$ cat src/rtl/mm_pkg.sv
// Shared definitions for the UART matrix-multiply session controller:
// major state codes, grid geometry, result width and internal FSM encodings.
package mm_pkg;

  localparam logic [2:0] ST_IDLE             = 3'b000;
  localparam logic [2:0] ST_RECEIVE_SIZE     = 3'b001;
  localparam logic [2:0] ST_RECEIVE_MATRIX_A = 3'b010;
  localparam logic [2:0] ST_RECEIVE_MATRIX_B = 3'b011;
  localparam logic [2:0] ST_COMPUTE          = 3'b100;
  localparam logic [2:0] ST_SEND_RESULT      = 3'b101;

  localparam logic [7:0] SYNC_BYTE_DEFAULT = 8'hA5;
  localparam int         MAX_N_DEFAULT     = 3;
  localparam int         GRID_STRIDE       = 3;
  localparam int         RESULT_W          = 144;

  typedef enum logic [2:0] {
    C_IDLE, C_SIZE, C_RECV_A, C_RECV_B, C_START, C_WAIT, C_SEND
  } ctrl_state_e;

  typedef enum logic [1:0] {
    T_IDLE, T_READY, T_GUARD, T_DRAIN
  } tx_state_e;

  function automatic logic [3:0] grid_idx(input logic [1:0] row, input logic [1:0] col);
    return 4'(row) * 4'(GRID_STRIDE) + 4'(col);
  endfunction

endpackage

$ cat src/rtl/mm_session_ctrl_if.sv
// Host-side bundle of the session controller: uart rx/tx, memory write port
// and Calculator handshake. master = the controller, slave = its surroundings.
interface mm_session_ctrl_if;
  logic [7:0]                  rx_data;
  logic                        rx_valid;
  logic                        tx_busy;
  logic                        mult_done;
  logic [mm_pkg::RESULT_W-1:0] mult_result;
  logic                        a_we;
  logic                        b_we;
  logic [3:0]                  wr_addr;
  logic [7:0]                  wr_data;
  logic                        mult_start;
  logic                        tx_start;
  logic [7:0]                  tx_data;
  logic [2:0]                  state;
  logic [1:0]                  matrix_size;
  logic                        err;

  modport master (
    input  rx_data, rx_valid, tx_busy, mult_done, mult_result,
    output a_we, b_we, wr_addr, wr_data, mult_start, tx_start, tx_data,
           state, matrix_size, err
  );

  modport slave (
    output rx_data, rx_valid, tx_busy, mult_done, mult_result,
    input  a_we, b_we, wr_addr, wr_data, mult_start, tx_start, tx_data,
           state, matrix_size, err
  );
endinterface

$ cat src/rtl/mm_tx_sequencer.sv
// Streams the latched 3x3 result grid to uart_tx, low byte first, row-major over N x N.
// MM_CHECKSUM_EN appends a modulo-256 sum of all result bytes as a trailer.
module mm_tx_sequencer
  import mm_pkg::*;
(
  input  logic                bclk,
  input  logic                rst,
  input  logic                go,
  input  logic [1:0]          size,
  input  logic [RESULT_W-1:0] result,
  input  logic                tx_busy,
  output logic                tx_start,
  output logic [7:0]          tx_data,
  output logic                done
);

  tx_state_e  cur, nxt;
  logic [1:0] row, col;
  logic       hi;
  logic       guard_cnt;
  logic       last_elem, final_byte, advance, step;
  logic [7:0] byte_sel;

  assign last_elem = (row == size - 2'd1) && (col == size - 2'd1) && hi;
  assign byte_sel  = result[{grid_idx(row, col), hi, 3'b000} +: 8];
  assign advance   = ((cur == T_GUARD) && !tx_busy && guard_cnt) ||
                     ((cur == T_DRAIN) && !tx_busy);

`ifdef MM_CHECKSUM_EN
  logic [7:0] sum;
  logic       trailer;
  assign final_byte = trailer;
  assign tx_data    = trailer ? sum : byte_sel;
  assign step       = advance && !last_elem;
`else
  assign final_byte = last_elem;
  assign tx_data    = byte_sel;
  assign step       = advance;
`endif

  // NOTE: sequential state uses non-blocking assignments; reset is synchronous.
  always_ff @(posedge bclk) begin
    if (rst) cur <= T_IDLE;
    else     cur <= nxt;
  end

  // NOTE: nxt gets a default first so no latch is inferred.
  always_comb begin
    nxt = cur;
    case (cur)
      T_IDLE:  if (go) nxt = T_READY;
      T_READY: if (!tx_busy) nxt = T_GUARD;
      // Busy seen -> wait for it to drop; two quiet cycles -> byte counts as sent.
      T_GUARD: if (tx_busy) nxt = T_DRAIN;
               else if (guard_cnt) nxt = final_byte ? T_IDLE : T_READY;
      T_DRAIN: if (!tx_busy) nxt = final_byte ? T_IDLE : T_READY;
      default: nxt = T_IDLE;
    endcase
  end

  always_comb begin
    tx_start = (cur == T_READY) && !tx_busy && !rst;
    done     = advance && final_byte;
  end

  always_ff @(posedge bclk) begin
    if (rst) begin
      row       <= '0;
      col       <= '0;
      hi        <= 1'b0;
      guard_cnt <= 1'b0;
`ifdef MM_CHECKSUM_EN
      sum       <= '0;
      trailer   <= 1'b0;
`endif
    end else begin
      if (go) begin
        row <= '0;
        col <= '0;
        hi  <= 1'b0;
`ifdef MM_CHECKSUM_EN
        sum     <= '0;
        trailer <= 1'b0;
`endif
      end
      if (tx_start) begin
        guard_cnt <= 1'b0;
`ifdef MM_CHECKSUM_EN
        if (!trailer) sum <= sum + byte_sel;
`endif
      end else if (cur == T_GUARD) begin
        guard_cnt <= 1'b1;
      end
`ifdef MM_CHECKSUM_EN
      if (advance && last_elem) trailer <= 1'b1;
`endif
      if (step) begin
        if (!hi) begin
          hi <= 1'b1;
        end else begin
          hi <= 1'b0;
          if (col == size - 2'd1) begin
            col <= '0;
            row <= row + 2'd1;
          end else begin
            col <= col + 2'd1;
          end
        end
      end
    end
  end

endmodule

$ cat src/rtl/mm_session_ctrl.sv
// Session sequencer for the UART matrix multiplier: sync byte, size, A, B,
// multiply, result stream. Optional result checksum trailer: MM_CHECKSUM_EN.
module mm_session_ctrl
  import mm_pkg::*;
#(
  parameter logic [7:0] SYNC_BYTE = SYNC_BYTE_DEFAULT,
  parameter int         MAX_N     = MAX_N_DEFAULT
) (
  input  logic              bclk,
  input  logic              rst,
  mm_session_ctrl_if.master bus
);

  ctrl_state_e         cur, nxt;
  logic [1:0]          n_q, row, col;
  logic                err_q;
  logic [RESULT_W-1:0] result_q;
  logic                size_ok, wr_fire, last_cell, go, seq_done;
  logic                seq_tx_start;
  logic [7:0]          seq_tx_data;

  assign size_ok   = (bus.rx_data != 8'd0) && (bus.rx_data <= 8'(MAX_N));
  // An rx byte in flight during rst is dropped, not written.
  assign wr_fire   = bus.rx_valid && !rst && ((cur == C_RECV_A) || (cur == C_RECV_B));
  assign last_cell = (row == n_q - 2'd1) && (col == n_q - 2'd1);
  assign go        = (cur == C_WAIT) && bus.mult_done;

  always_ff @(posedge bclk) begin
    if (rst) cur <= C_IDLE;
    else     cur <= nxt;
  end

  always_comb begin
    nxt = cur;
    case (cur)
      C_IDLE:   if (bus.rx_valid && bus.rx_data == SYNC_BYTE) nxt = C_SIZE;
      C_SIZE:   if (bus.rx_valid) nxt = size_ok ? C_RECV_A : C_IDLE;
      C_RECV_A: if (bus.rx_valid && last_cell) nxt = C_RECV_B;
      C_RECV_B: if (bus.rx_valid && last_cell) nxt = C_START;
      C_START:  nxt = C_WAIT;
      C_WAIT:   if (bus.mult_done) nxt = C_SEND;
      C_SEND:   if (seq_done) nxt = C_IDLE;
      default:  nxt = C_IDLE;
    endcase
  end

  always_comb begin
    bus.a_we        = wr_fire && (cur == C_RECV_A);
    bus.b_we        = wr_fire && (cur == C_RECV_B);
    bus.wr_addr     = wr_fire ? grid_idx(row, col) : 4'd0;
    bus.wr_data     = wr_fire ? bus.rx_data : 8'd0;
    bus.mult_start  = (cur == C_START) && !rst;
    bus.tx_start    = seq_tx_start;
    bus.tx_data     = seq_tx_data;
    bus.matrix_size = n_q;
    bus.err         = err_q;
    case (cur)
      C_SIZE:          bus.state = ST_RECEIVE_SIZE;
      C_RECV_A:        bus.state = ST_RECEIVE_MATRIX_A;
      C_RECV_B:        bus.state = ST_RECEIVE_MATRIX_B;
      C_START, C_WAIT: bus.state = ST_COMPUTE;
      C_SEND:          bus.state = ST_SEND_RESULT;
      default:         bus.state = ST_IDLE;
    endcase
  end

  // NOTE: the result register is reset too, so tx_data reads 0 after rst.
  always_ff @(posedge bclk) begin
    if (rst) begin
      n_q      <= '0;
      row      <= '0;
      col      <= '0;
      err_q    <= 1'b0;
      result_q <= '0;
    end else begin
      if (cur == C_SIZE && bus.rx_valid) begin
        if (size_ok) begin
          n_q <= bus.rx_data[1:0];
          row <= '0;
          col <= '0;
        end else begin
          err_q <= 1'b1;
        end
      end
      if (wr_fire) begin
        if (col == n_q - 2'd1) begin
          col <= '0;
          row <= last_cell ? 2'd0 : row + 2'd1;
        end else begin
          col <= col + 2'd1;
        end
      end
      if (go) result_q <= bus.mult_result;
    end
  end

  mm_tx_sequencer u_tx_seq (
    .bclk     (bclk),
    .rst      (rst),
    .go       (go),
    .size     (n_q),
    .result   (result_q),
    .tx_busy  (bus.tx_busy),
    .tx_start (seq_tx_start),
    .tx_data  (seq_tx_data),
    .done     (seq_done)
  );

endmodule
$ cat src/flat_wrapper.sv
// flat-port wrapper written by rule: the top's interface ports become plain ports
module mm_session_ctrl_flat import mm_pkg::*;
#(
  parameter logic [7:0] SYNC_BYTE = SYNC_BYTE_DEFAULT,
  parameter int         MAX_N     = MAX_N_DEFAULT
)
  (bclk, rst, bus_rx_data, bus_rx_valid, bus_tx_busy, bus_mult_done, bus_mult_result, bus_a_we, bus_b_we, bus_wr_addr, bus_wr_data, bus_mult_start, bus_tx_start, bus_tx_data, bus_state, bus_matrix_size, bus_err);
  mm_session_ctrl_if bus_i ();
  input  logic bclk;
  input  logic rst;
  input wire logic [$bits(bus_i.rx_data)-1:0] bus_rx_data;
  input wire logic [$bits(bus_i.rx_valid)-1:0] bus_rx_valid;
  input wire logic [$bits(bus_i.tx_busy)-1:0] bus_tx_busy;
  input wire logic [$bits(bus_i.mult_done)-1:0] bus_mult_done;
  input wire logic [$bits(bus_i.mult_result)-1:0] bus_mult_result;
  output wire logic [$bits(bus_i.a_we)-1:0] bus_a_we;
  output wire logic [$bits(bus_i.b_we)-1:0] bus_b_we;
  output wire logic [$bits(bus_i.wr_addr)-1:0] bus_wr_addr;
  output wire logic [$bits(bus_i.wr_data)-1:0] bus_wr_data;
  output wire logic [$bits(bus_i.mult_start)-1:0] bus_mult_start;
  output wire logic [$bits(bus_i.tx_start)-1:0] bus_tx_start;
  output wire logic [$bits(bus_i.tx_data)-1:0] bus_tx_data;
  output wire logic [$bits(bus_i.state)-1:0] bus_state;
  output wire logic [$bits(bus_i.matrix_size)-1:0] bus_matrix_size;
  output wire logic [$bits(bus_i.err)-1:0] bus_err;
  assign bus_i.rx_data = bus_rx_data;
  assign bus_i.rx_valid = bus_rx_valid;
  assign bus_i.tx_busy = bus_tx_busy;
  assign bus_i.mult_done = bus_mult_done;
  assign bus_i.mult_result = bus_mult_result;
  assign bus_a_we = bus_i.a_we;
  assign bus_b_we = bus_i.b_we;
  assign bus_wr_addr = bus_i.wr_addr;
  assign bus_wr_data = bus_i.wr_data;
  assign bus_mult_start = bus_i.mult_start;
  assign bus_tx_start = bus_i.tx_start;
  assign bus_tx_data = bus_i.tx_data;
  assign bus_state = bus_i.state;
  assign bus_matrix_size = bus_i.matrix_size;
  assign bus_err = bus_i.err;
  mm_session_ctrl #(.SYNC_BYTE(SYNC_BYTE), .MAX_N(MAX_N)) u_core (.bclk(bclk), .rst(rst), .bus(bus_i));
endmodule
$ cat config.mk
export PLATFORM = sky130hd
export DESIGN_NAME = mm_session_ctrl_flat
export DESIGN_NICKNAME = d
export VERILOG_FILES = /design/src/rtl/mm_pkg.sv /design/src/rtl/mm_session_ctrl_if.sv /design/src/rtl/mm_tx_sequencer.sv /design/src/rtl/mm_session_ctrl.sv /design/src/flat_wrapper.sv
export SDC_FILE = /design/constraint.sdc
export NUM_CORES = 1
export LEC_CHECK = 0
export BUFFER_PORTS_ARGS = -buffer_cell sky130_fd_sc_hd__buf_4
export CAP_MARGIN = 30
export CORE_ASPECT_RATIO = 0.6
export CORE_MARGIN = 4
export CORE_UTILIZATION = 58
export CTS_CLUSTER_DIAMETER = 80
export DETAILED_ROUTE_END_ITERATION = 12
export PLACE_DENSITY = 0.82
export SYNTH_ARGS = -nofsm -noshare
export SYNTH_HDL_FRONTEND = slang
export SYNTH_SLANG_ARGS = --single-unit
$ cat constraint.sdc
create_clock -name bclk -period 4.7 [get_ports bclk]
set_input_delay 0.47 -clock bclk [delete_from_list [all_inputs] [get_ports bclk]]
set_output_delay 0.47 -clock bclk [all_outputs]
set_load 0.005 [all_outputs]
# Word level (Yosys, flattened, before mapping)
# Cells that the tools add are included.
# W data, S select, Z words.
# word_totals
wordCells	121
ff_bits	162
# classes
n_mul	2
magnitude_cmp	1
shifts	1
mux	38
n_reduce_logical	36
n_addsub	7
bitwise	1
eq_ne	24
# op_table
operator	count
$shiftx A144 B9 Y8	1
$mux W2	23
$pmux W3 S7	1
$logic_and A1 B1 Y1	19
$mux W3	6
$pmux W3 S5	1
$ne A2 B1 Y1 const B	5
$eq A3 B3 Y1 const B	3
$add A2 B1 Y2 const B	4
$add A4 B2 Y4	2
$eq A2 B2 Y1	4
$eq A8 B8 Y1 const B	1
$le A8 B2 Y1 const B	1
$mul A2 B2 Y4 const B	2
$mux W8	1
$ne A2 B2 Y1 const B	4
$pmux W2 S4	1
$reduce_bool A8 Y1	1
$eq A3 B2 Y1 const B	2
$reduce_and A2 Y1	3
$reduce_and A6 Y1	1
$reduce_bool A2 Y1	3
$eq A2 B2 Y1 const B	2
$mux W1	4
other kinds (12)	15

# Logic depth before layout (Yosys ltp)
# Gate-level depths: netlist of run 1.
# depth
depth_word	8
depth_mapped	8
ltp_nobuf	6

# Modules after synthesis
# From an unflattened synthesis of run 1, not the netlist that was laid out.
# unflattened
hier_cells	884
area_unflattened_um2	7497.2
# modules_own_cells
module	n_inst	seq_area_each_um2	area_each_um2	cells_each
mm_session_ctrl	1	3083.0	5730.5	729
mm_tx_sequencer	1	160.2	1766.7	155

# Least setup slack after synthesis of run 1
# No wires, ideal clock.
# synth_path
path_type	register to output
start	register u_core.u_tx_seq.row[1]
end	output port bus_tx_data[0]
arrival_time_ps	2489
stages_incl_launch_ff	7
path_slack_ps	1741
t_required_ps	4230
path_cell_list	dfxtp_1 -> fa_1 -> ha_1 -> fa_1 -> or4b_2 -> clkbuf_1 -> o21ai_0
# synth_between
elab_chain_len	3
# synth_rtl
item	line	text
start: declaration	mm_tx_sequencer.sv:18	logic [1:0] row, col;
start signal: assignment	mm_tx_sequencer.sv:104	row <= row + 2'd1;
$mul A2 B2 Y4	mm_pkg.sv:26	return 4'(row) * 4'(GRID_STRIDE) + 4'(col);
$add A4 B2 Y4	mm_pkg.sv:26	
$shiftx A144 B9 Y8	mm_tx_sequencer.sv:25	assign byte_sel = result[{grid_idx(row, col), hi, 3'b000} +: 8];
end: declaration	flat_wrapper.sv:22	output wire logic [$bits(bus_i.tx_data)-1:0] bus_tx_data;
# Every way passes these cells.

# Worst setup path after layout of run 1
# layout_path
start	register u_core.u_tx_seq.row[1]
end	output port bus_tx_data[7]
# The elaborated chain is that of the path after synthesis.

==> reports/qor.yml, run 1 <==
floorplan:
  io_pins: 187
  die-area_um2: 14800
  initial_core_util_pct: 60.5
  num_rows: 31
  die_w_um: 154
  die_height_um: 95.9
  coreArea_um2: 12300
logic_synthesis:
  synth-edff-count: 0
  synthFlopType: "dfxtp_1"
  async_flop_share_pct: 0
  synth_area_per_cell_um2: 8.35
  ys_seq_area_share_pct: 43.4
  synth_cell_type_count: 52
  syn_area_um2: 7470
  yosys_warnings: 0
  synth.net_count: 1061
  synthCells: 894
  ys_ff_latch: 162
pwr:
  powerDensity_nw_per_um2: 302
  power_leakage_uw: 0.00344
  vdd_ir_drop_max_mv: 0.255
placed_design:
  dp_hpwl_um: 15100
  dpl-instance-area_um2: 8860
  routabilityCongestion: 0.872
  io_buffers: 186
timing:
  skew_ns: 0.00727
  fmax_ghz: 0.258
  timing.final.crit_share_pct: 82.5
  rsz0062_at_grt: "no"
  fin_crit_ns: 3.88
  slew_headroom_pct: 46.2
  drv_slew: 0
  max_slew.worst_pin.slew_ns: 0.808
  setup_tns_ns: 0
  setup_violations: 0
  finalHoldViolations: 0
cts:
  cts_tree: "yes"
  cts_resized: 0
  root_buffer: "clkbuf_16"
  cts_sinks: 162
  path_clk_slew_ns: 0.07
  cts_made_buffers: 17
  clock_path_buffers: 2
  htree_levels: 4
  worstSkewPairLatency_ns: 0.42
  cts_hold_buffers: 0
  postCtsSetupRepairBufs: 0
layout:
  antenna_cells: 0
  mostFrequentLayoutCells: "nand2_1 (298), buf_4 (194), dfxtp_1 (161)"
  final_common_cell: "nand2_1"
  drive_gt1_share_pct: 26.0
  nets: 1204
  area_growth_syn_to_layout_pct: 27.2
  postLayoutCellArea_um2: 9500
  postLayoutCoreUtil_pct: 77.0
status:
  status: "complete, no violations"
critical_path:
  cpMostUsedCell: "buf_4"
  critical-path-slowest-cell: "or4b_2"
  critical_path_required_ns: 4.23
  worstSetupStartpointType: "register"
  worstSetupEndpointType: "primary output"
  reg2reg_depth: 7
  cp_max_fo: 18
  worstPathArrival_ns: 3.41
  cp_cell_sequence: "fa_1, ha_1, buf_4, or4b_2, o21ai_0, buf_4"
  slowest_delay_ns: 0.77
  criticalPathCategory: "register to primary output"
routing:
  drt_iter0_drc: 519
  viasPerCell: 5.73
  drt_wl_total_um: 21100
  ant_nets: 0
  drc: 0
  wl_per_cell_um: 17.3
  routed-via-count: 6965
  drtPass1Iterations: 5
grt:
  grt_pass1_wl_um: 32900
  grt_remaining_overflow: 0
  antenna_found_initial: 0
  grt_max_degree: 104
  track_usage_pct: 28.4
  first_global_vias: 6534
run:
  maxCapViolCount: 0
worst_hold_path:
  holdCritPathClass: "input port to register"
  whs_path_depth: 3
==> metrics by stage <==
step / hold WS [ns] / setup slack [ns] / cells / total power, µW
6_report: 0.289 / 0.825 / 1215 / 2860
5_1_grt: 0.289 / 0.707 / 1215 / 2940
4_1_cts: 0.280 / 0.817 / 1213 / 2870
3_5_place_dp: 0.444 / 1.28 / 1181 / 1530
3_3_place_gp: 0.439 / 1.35 / 1180 / 1530
2_1_floorplan: 0.433 / 1.74 / 894 / 1430
==> critical path: cells and delay by family (launching register included) <==
kind            cells  cell delay, ns
buf+inv             2            0.47
compound gates      1            0.30
fa+ha+maj           2            0.95
flops               1            0.49
simple gates        1            0.77
==> Yosys cell counts (8+ instances only) <==
library cell / instances / area [µm²]
nand2_1: 298 / 1120
nand3_1: 9 / 45.0
o21ai_0: 16 / 80.1
nand2b_1: 8 / 50.1
mux4_2: 32 / 721
buf_2: 26 / 130
a21oi_1: 154 / 771
and2_1: 14 / 87.6
mux2i_1: 28 / 280
dfxtp_1: 162 / 3240
nor2_1: 17 / 63.8
o22a_1: 8 / 70.1
clkbuf_1: 43 / 161
==> power breakdown <==
group / switching (µW) / total [µW] / internal [µW]
clock network: 596 / 1360 / 762
logic: 46.3 / 134 / 87.3
registers: 0.188 / 1370 / 1370
==> routing by layer <==
layer  vias to the layer above  wire length, µm  GRT usage [%]
met2                       297             9420           43.6
met3                        35             1870           6.38
li1                       3344                -              -
met4                         0              408           8.74
met5                         -                0              0
met1                      3289             9380           40.4
==> state kept, by name, summed over array words and instances (netlist names), 2 cells and up <==
name,cells
u_core.cur,3
u_core.row,2
u_core.u_tx_seq.col,2
u_core.u_tx_seq.row,2
u_core.col,2
u_core.u_tx_seq.cur,2
u_core.result_q,144
u_core.bus.matrix_size,2
==> area by class of cell <==
cell class / instances / area, µm²
clock buffers: 18 / 439
clock inverters: 14 / 144
fillers: 911 / 2840
inverters: 7 / 26.3
multi-input cells: 652 / 3900
flip-flops and latches: 162 / 3240
well taps: 165 / 206
repair buffers: 197 / 1540
==> path summary, 6_finish.rpt <==
check | start | endpoint | slack (ns)
worst max-delay path | u_core.u_tx_seq.row[1] | bus_tx_data[7] | 0.82
worst min register to register | u_core.result_q[19] | u_core.result_q[19] | 0.45
worst min-delay path | bus_mult_result[63] | u_core.result_q[63] | 0.29
worst max register to register | u_core.cur[1] | u_core.u_tx_seq.row[0] | 1.99
==> kinds of logic after synthesis <==
kind of cell	after synthesis	share of synthesized area [%]
AND/OR/NAND/NOR	377	21.2
flip-flops	162	43.4
buffers and inverters	80	4.61
adder cells (fa/ha/maj)	10	2.08
XOR/XNOR	2	0.235
AO/OA/AOI/OAI	201	14.8
multiplexers	62	13.7
No activity file was read; power rests on OpenSTA's default activity.
==> run 2, diff against run 1 <==
--- a/config.mk
+++ b/config.mk
@@ -5,14 +5,15 @@
 export SDC_FILE = /design/constraint.sdc
 export NUM_CORES = 1
 export LEC_CHECK = 0
+export ABC_AREA = 1
 export BUFFER_PORTS_ARGS = -buffer_cell sky130_fd_sc_hd__buf_4
 export CAP_MARGIN = 30
 export CORE_ASPECT_RATIO = 0.6
 export CORE_MARGIN = 4
-export CORE_UTILIZATION = 58
+export CORE_UTILIZATION = 48
 export CTS_CLUSTER_DIAMETER = 80
 export DETAILED_ROUTE_END_ITERATION = 12
-export PLACE_DENSITY = 0.82
+export PLACE_DENSITY = 0.72
 export SYNTH_ARGS = -nofsm -noshare
 export SYNTH_HDL_FRONTEND = slang
 export SYNTH_SLANG_ARGS = --single-unit
==> constraint.sdc (replaced) <==
create_clock -name bclk -period 3.3 [get_ports bclk]
set_input_delay 0.33 -clock bclk [delete_from_list [all_inputs] [get_ports bclk]]
set_output_delay 0.33 -clock bclk [all_outputs]
set_load 0.005 [all_outputs]
==> run 2 against run 1 <==
Utilization down 14 points. Sequential power up 53%. Hold slack worse by 0.13 ns. First-iteration DRC count up 88%. Worst setup slack worse by 0.78 ns. Clock power up 49%. Clock skew up 0.0042 ns. Wire length up 6.7%. Cell area up 1.3%. Combinational power rose to 4.1 times the previous value. Sequential share of layout area down 0.36 points. Largest power group unchanged.
==> reports/qor.yml, run 2 <==
logic_synthesis:
  yosysMostFrequentCell: "a21oi_1"
  synth.net_count: 1251
  synthFlopType: "dfxtp_1"
  synth_common_cells: "a21oi_1 (230), nand2_1 (221), dfxtp_1 (162)"
  yosysTopAreaCell: "dfxtp_1"
  synth_area_leaders: "dfxtp_1 (43%), a21oi_1 (15%), nand2_1 (11%)"
  async_flop_share_pct: 0
  synth-edff-count: 0
  ys_seq_area_share_pct: 43.0
  synth_cell_type_count: 30
  ys_ff_latch: 162
  syn_area_um2: 7540
  yosys.area.top_type_share_pct: 43.0
  synth_area_per_cell_um2: 6.95
  synthCells: 1084
  yosys_warnings: 0
timing:
  timing.final.crit_share_pct: 98.7
  drv_slew: 0
  max_slew.worst_pin.slew_ns: 0.987
  skew_ns: 0.0114
  setup_violations: 0
  rsz0062_at_grt: "yes"
  fmax_ghz: 0.307
  slew_headroom_pct: 34.2
  finalHoldViolations: 0
  fin_crit_ns: 3.26
critical_path:
  worstPathArrival_ns: 2.93
  critical_path_required_ns: 2.97
  r2r-start: "u_core.u_tx_seq.hi"
  worstSetupEndpointType: "primary output"
  worstSetupStartpointType: "register"
  cp-startpoint: "u_core.u_tx_seq.row[0]"
  criticalPathCategory: "register to primary output"
  cp_max_fo: 7
routing:
  wl_per_cell_um: 15.6
  routed-via-count: 7622
  drt_iter0_drc: 976
  drt_wl_total_um: 22500
  viasPerCell: 5.28
  drtPass1Iterations: 7
  ant_nets: 0
  drc: 0
layout:
  top_regs: "u_core.result_q x144, u_core.cur x3"
  fillers: 1421
  postLayoutCellArea_um2: 9620
  regMostFlops: "u_core.result_q"
  nets: 1394
  layout.cells.non_filler: 1443
  mostFrequentLayoutCells: "a21oi_1 (230), nand2_1 (220), buf_4 (198)"
  drive_gt1_share_pct: 20.8
  largest_reg_flops: 144
  area_growth_syn_to_layout_pct: 27.6
  antenna_cells: 0
  final_common_cell: "a21oi_1"
placed_design:
  dp.cells: 1408
  dp_hpwl_um: 15900
  routabilityCongestion: 0.898
  io_buffers: 186
  dpl-instance-area_um2: 8950
floorplan:
  initial_core_util_pct: 49.0
  die_height_um: 105
  die_w_um: 170
  die-area_um2: 17800
  coreArea_um2: 15400
  num_rows: 35
  io_pins: 187
pwr:
  switching_share_pct: 26.0
  powerDensity_nw_per_um2: 485
  combPwrFrac_pct: 11.8
  power_frac_clock_pct: 43.4
  p_sw_uw: 1210
  intPower_uw: 3450
  power_frac_seq_pct: 44.7
  power_leakage_uw: 0.00376
  vdd_ir_drop_max_mv: 0.291
cts:
  cts_sinks: 162
  root_buffer: "clkbuf_16"
  cts_made_buffers: 17
  cts_hold_buffers: 0
  htree_levels: 4
  clock_path_buffers: 2
  path_clk_slew_ns: 0.07
  worstSkewPairLatency_ns: 0.43
  cts_tree: "yes"
status:
  status: "complete, no violations"
grt:
  antenna_found_initial: 0
  grt_remaining_overflow: 0
  grt_pass1_wl_um: 34500
  track_usage_pct: 24.0
  first_global_vias: 6621
  grt_max_degree: 221
worst_hold_path:
  holdCritPathClass: "input port to register"
  min-delay-start: "bus_mult_result[140]"
run:
  maxCapViolCount: 0
[run 2: changes by cell type in the layout (fill, tap and decap cells not counted), moves of 32 or more]
cell	before	now
inv_1	7	105
mux4_2	32	0
a21oi_1	154	230
nand2_1	298	220
o21ai_0	16	135
nand3_1	8	40
[run 2: what timing repair did]
item                       4_1_cts  5_1_grt
resized for setup               12       13
hold endpoints to repair         0        0
pin swaps                        0        1
setup endpoints to repair        8        8
setup buffers                    0        3
[run 2: path summary, 6_finish.rpt]
| path | to | slack, ns | depth (start not counted) |
|---|---|---|---|
| worst max-delay path | bus_tx_data[3] | 0.04 | 9 |
| worst min-delay path | u_core.result_q[140] | 0.16 | 3 |
| worst min register to register | u_core.result_q[13] | 0.45 | 2 |
| worst max register to register | u_core.cur[0] | 1.17 | 11 |
[run 2: layer usage]
layer  share of wire [%]  vias up  GRT usage [%]
met5                   0        -              0
met4                 1.2        0           5.11
met3                 9.3       27           5.97
met2                  40      323           31.4
met1                  49     3408           38.8
li1                    -     3864              -
[run 2: layout make-up]
type	count	area [µm²]	area share (%)
clock inverter	14	170	1.77
inverter	113	424	4.41
multi-input combinational	732	3540	36.8
timing repair buffer	201	1540	16.0
tap	203	254	2.64
clock buffer	18	439	4.56
sequential	162	3250	33.8
[run 2: power by group through the flow]
| stage | Combinational (µW) | Sequential, µW | Clock [µW] |
|---|---|---|---|
| after global placement | 540 | 2130 | 0 |
| final | 552 | 2090 | 2030 |
| after floorplan | 296 | 2110 | 0 |
| after global routing | 608 | 2090 | 2130 |
| after detailed placement | 546 | 2130 | 0 |
| after CTS | 550 | 2080 | 2040 |
[run 2: metrics by stage]
step                power, µW  setup TNS, ns  util [%]  setup slack [ns]  hold slack, ns
floorplan                2410              0         -             0.619           0.429
global placement         2670              0      58.2             0.125           0.440
detailed placement       2670              0      58.2            0.0826           0.444
CTS                      4680              0      62.3            0.0102           0.149
global route             4830         -0.113      62.6           -0.0299           0.158
finish                   4660              0      62.6            0.0421           0.159
[run 2: kinds of logic after synthesis]
| group | share of synthesized area, % |
|---|---|
| simple gates | 17.4 |
| compound gates | 26.7 |
| xor+xnor | 0.349 |
| buf+inv | 10.5 |
| fa+ha+maj | 2.06 |
| flops | 43.0 |
[run 2: worst max-delay path, cell delays in order, from the launching register on]
cell and delay, ns:
dfxtp_4 0.37, fa_1 0.49, ha_2 0.21, fa_2 0.71, buf_4 0.16, nand3_1 0.13, nand2_1 0.10, o21ai_1 0.06
o21ai_1 0.13, buf_4 0.15
